File: src/rtl/add_sub.sv
// Two-stage pipelined rational adder/subtractor: s = (l_num*r_den +/- l_den*r_num) / (l_den*r_den).
// Results are unreduced and wrap modulo 2^WIDTH; one operand set is accepted every clock.
module add_sub #(
    parameter int WIDTH = 32
) (
    input  logic             clk,
    input  logic             rst,
    input  logic             enable_sub,
    input  logic [WIDTH-1:0] l_num,
    input  logic [WIDTH-1:0] l_den,
    input  logic [WIDTH-1:0] r_num,
    input  logic [WIDTH-1:0] r_den,
    output logic [WIDTH-1:0] s_num,
    output logic [WIDTH-1:0] s_den,
    output logic             rdy
);

    logic [WIDTH-1:0] p0;
    logic [WIDTH-1:0] p1;
    logic [WIDTH-1:0] pd;
    logic             sub_q;
    logic [1:0]       valid;

    // Only an explicit 0 resets; X or Z on rst falls through to normal operation.
    always_ff @(posedge clk) begin
        if (rst == 1'b0) begin
            p0    <= '0;
            p1    <= '0;
            pd    <= '0;
            sub_q <= 1'b0;
            s_num <= '0;
            s_den <= '0;
            valid <= 2'b00;
        end else begin
            p0    <= l_num * r_den;
            p1    <= l_den * r_num;
            pd    <= l_den * r_den;
            sub_q <= enable_sub;
            s_num <= sub_q ? (p0 - p1) : (p0 + p1);
            s_den <= pd;
            valid <= {valid[0], 1'b1};
        end
    end

    assign rdy = valid[1];

endmodule

File: config.mk
export PLATFORM = sky130hd
export DESIGN_NAME = add_sub
export DESIGN_NICKNAME = d
export VERILOG_FILES = /design/src/rtl/add_sub.sv
export SDC_FILE = /design/constraint.sdc
export NUM_CORES = 2
export LEC_CHECK = 0
export CAP_MARGIN = 20
export CORE_ASPECT_RATIO = 0.7
export CORE_MARGIN = 1.5
export CORE_UTILIZATION = 60
export CTS_CLUSTER_DIAMETER = 150
export DETAILED_ROUTE_END_ITERATION = 12
export GPL_TIMING_DRIVEN = 0
export PLACE_DENSITY = 0.79
export SETUP_SLACK_MARGIN = 0.4
export SLEW_MARGIN = 20
export SYNTH_ARGS = -nofsm -noshare
export SYNTH_HDL_FRONTEND = slang
export SYNTH_SLANG_ARGS = --single-unit
File: constraint.sdc
create_clock -name clk -period 25.1 [get_ports clk]
set_clock_uncertainty 0.15 [all_clocks]
set_input_delay 5.02 -clock clk [delete_from_list [all_inputs] [get_ports clk]]
set_output_delay 5.02 -clock clk [all_outputs]
set_load 0.01 [all_outputs]
==> qor.txt <==
Total Wirelength: 217 mm
CP required: 25.31 ns
Layout Nets: 7935
Largest stage delay, worst path: 1.02 ns
Number of max-cap violations: 0
Kind of end point of the critical path: flip-flop
Cts repair resizes: 0
Initial antenna violation count: 34
Yosys reg bits: 163
Reg2Reg Depth: 16
Crit Path Max Fanout: 10
Tmin final: 14.34 ns
GP Congestion: 1.09
Core region area: 88500 sq um
Register area share after synthesis: 6.07%
TritonCTS Buffers: 17
Routed via count: 43900
Final Cycle Share: 57.1%
Unrepaired setup endpoints after global routing: false
First-pass GRT wire length: 309 mm
Htree depth: 4
Starting Density: 60.8%
Boundary Pins: 196
Synth Net Count: 7743
Critical-path top delay cell: clkbuf_1
Worst EP arrival: 14.55 ns
Outcome: completed
Pre-Repair DR Iteration Count: 8
DIE WIDTH: 361 um
Mapped Avg Cell Area: 8.99 sq um
Fin Setup TNS: 0 ns
Die Y: 254 um
Synth-to-Final Area Change: 7.24%
Clock root cell: clkbuf_16
Post-synth EDFFs: 0
Worst Setup Path Type: input port to flip-flop
Pins Over Slew Limit: 0
Relative slew margins: 12.3%
Worst slew pin tran: 1.32 ns
Share of layout cells above drive strength 1: 1.60%
Number of global-route vias before repair: 44100
CP Launch Type: input port
Clock Latency Late Sink: 0.45 ns
Hold buffer count at cts: 0
Routed Antenna Nets: 0
All-layer global routing usage: 48.3%
# clock sinks: 163
Synth cell types: 78
Asr flop ratio synth: 0%
Worst Hold Path Cells: 1
IO buf count: 169
Detailed router's first-iteration violation count: 5594
Fillcell total: 7344
DRC viols: 0
Worst-path clk slew: 0.06 ns
Die area: 91500 sq um
Largest net degree at the start of global routing: 17
Vias per cell: 5.95
Non-filler instance count after layout: 7383
Clock Tree Buf Depth: 2
Register area: 3260 sq um
Yosys warns: 0
# setup viols final: 0
Synthesized area: 53800 sq um
Inst Count DP: 7317
Cell count after synthesis: 5986
Row cnt: 91
Multi-input logic area: 44700 sq um
Most frequent CP cell: fa_1
CP Depth: 25
TritonCTS clock tree: built
Final Hold Fails: 0
Hpwl dp: 178 mm
Critical path's top delay family: adder cells
Main flop type after synthesis: dfxtp_1
Buf/Inv on CP: 8
Avg WL per Cell: 29.3 um
Worst Hold Class: flip-flop to flip-flop
Post-CTS setup repair buffer count: 0
Fmax: 69.7 MHz
Grt ovf: 0
==> flip-flops by register name, summed over array words and instances (netlist names) <==
signal,flops
p0,32
p1,32
pd,32
s_den,32
s_num,32
valid,2
sub_q,1
==> layout make-up <==
cell class | instances | area share [%]
Antenna cell | 30 | 0.130
Buffer | 326 | 2.21
Clock buffer | 18 | 0.744
Clock inverter | 14 | 0.254
Inverter | 1223 | 7.96
Multi-Input combinational cell | 4274 | 77.5
Sequential cell | 163 | 5.66
Tap cell | 1162 | 2.52
Timing Repair Buffer | 173 | 3.03
==> kinds of logic (layout without fill, tap and decap cells) <==
| kind of cell | after synthesis | after routing | synth area share [%] |
|---|---|---|---|
| adders and majority gates | 1626 | 1626 | 54.9 |
| AOI/OAI and AO/OA | 340 | 340 | 4.21 |
| DFF | 163 | 163 | 6.07 |
| other | 0 | 30 | 0 |
| xor gates and xnor gates | 270 | 270 | 4.49 |
| muxes | 8 | 8 | 0.149 |
| buffers and inverters | 1549 | 1754 | 10.8 |
| and+or+nand+nor | 2030 | 2030 | 19.4 |
==> cell usage after synthesis (7+ instances only) <==
cell type / number / area (sq um)
a31oi_1: 15 / 93.8
and2_1: 900 / 5630
nand3_1: 23 / 115
o31ai_1: 10 / 75.1
a211oi_1: 18 / 135
and3_1: 17 / 106
xnor2_1: 203 / 1780
fa_1: 1225 / 24500
a21o_1: 45 / 338
nand4_1: 19 / 119
ha_1: 401 / 5020
o21bai_1: 12 / 90.1
nor2b_1: 11 / 68.8
nor4_1: 12 / 75.1
o21ai_1: 7 / 35.0
mux2i_1: 8 / 80.1
nand2_1: 794 / 2980
o21ai_0: 60 / 300
a21oi_1: 90 / 450
o21a_1: 19 / 143
nor3_1: 52 / 260
inv_1: 1222 / 4590
nor2_1: 128 / 480
o211ai_1: 7 / 52.6
clkbuf_1: 316 / 1190
or3_1: 12 / 75.1
o31a_1: 7 / 61.3
dfxtp_1: 163 / 3260
nand2b_1: 19 / 119
nor3b_1: 11 / 82.6
xor2_1: 63 / 552
==> cell usage in the layout (no fill, tap or decap), drive strengths merged, types with 8 or more instances in the layout <==
cell and n:
a211oi 20, a21o 45, a21oi 91, a31oi 15
and2 900, and3 17, buf 14, clkbuf 334
clkdlybuf4s50 169, dfxtp 163, diode 30, fa 1225
ha 401, inv 1228, mux2i 8, nand2 794
nand2b 19, nand3 23, nand4 19, nor2 128
nor2b 11, nor3 52, nor3b 13, nor4 14
o21a 19, o21ai 67, o21bai 12, o31ai 10
or3 12, xnor2 204, xor2 63
==> path summary, 6_finish.rpt <==
kind	startpoint	endpoint	slack, ns
min	pd[8]	s_den[8]	0.29
min reg2reg	pd[8]	s_den[8]	0.29
max reg2reg	p1[5]	s_num[30]	20.15
max	r_den[2]	p0[31]	10.76
==> worst reg2reg max path: stages, from the launching register on <==
cell	delay (ns)
dfxtp_1	0.33
or3_1	0.42
nor3_1	0.56
nand2_1	0.21
nor3_1	0.28
nor3b_2	0.38
a21oi_1	0.14
xnor2_1	0.40
ha_1	0.40
inv_1	0.15
o21bai_1	0.09
a21oi_1	0.36
o21ai_1	0.24
a21o_1	0.24
a21oi_1	0.25
or3_1	0.15
nand4_1	0.07
==> per-stage QoR <==
step	setup slack (ns)	util [%]	instance area [sq um]	hold WS, ns
after global routing	10.77	65.1	57600	0.303
after floorplan	13.43	-	53800	0.262
after detailed placement	10.90	64.4	57000	0.274
after global placement	10.86	64.4	56900	0.270
final	10.76	65.2	57700	0.291
after CTS	11.33	65.0	57500	0.289
==> layer usage <==
metal  part of all wire, %  global-route usage (%)
met1                    39                    65.5
met2                    38                    62.5
met3                    18                    27.4
met4                   4.7                    19.2
met5                  0.19                    2.70
Power is not shown: default switching activity piles up to over one toggle a cycle in this logic, so the estimate is an artifact.
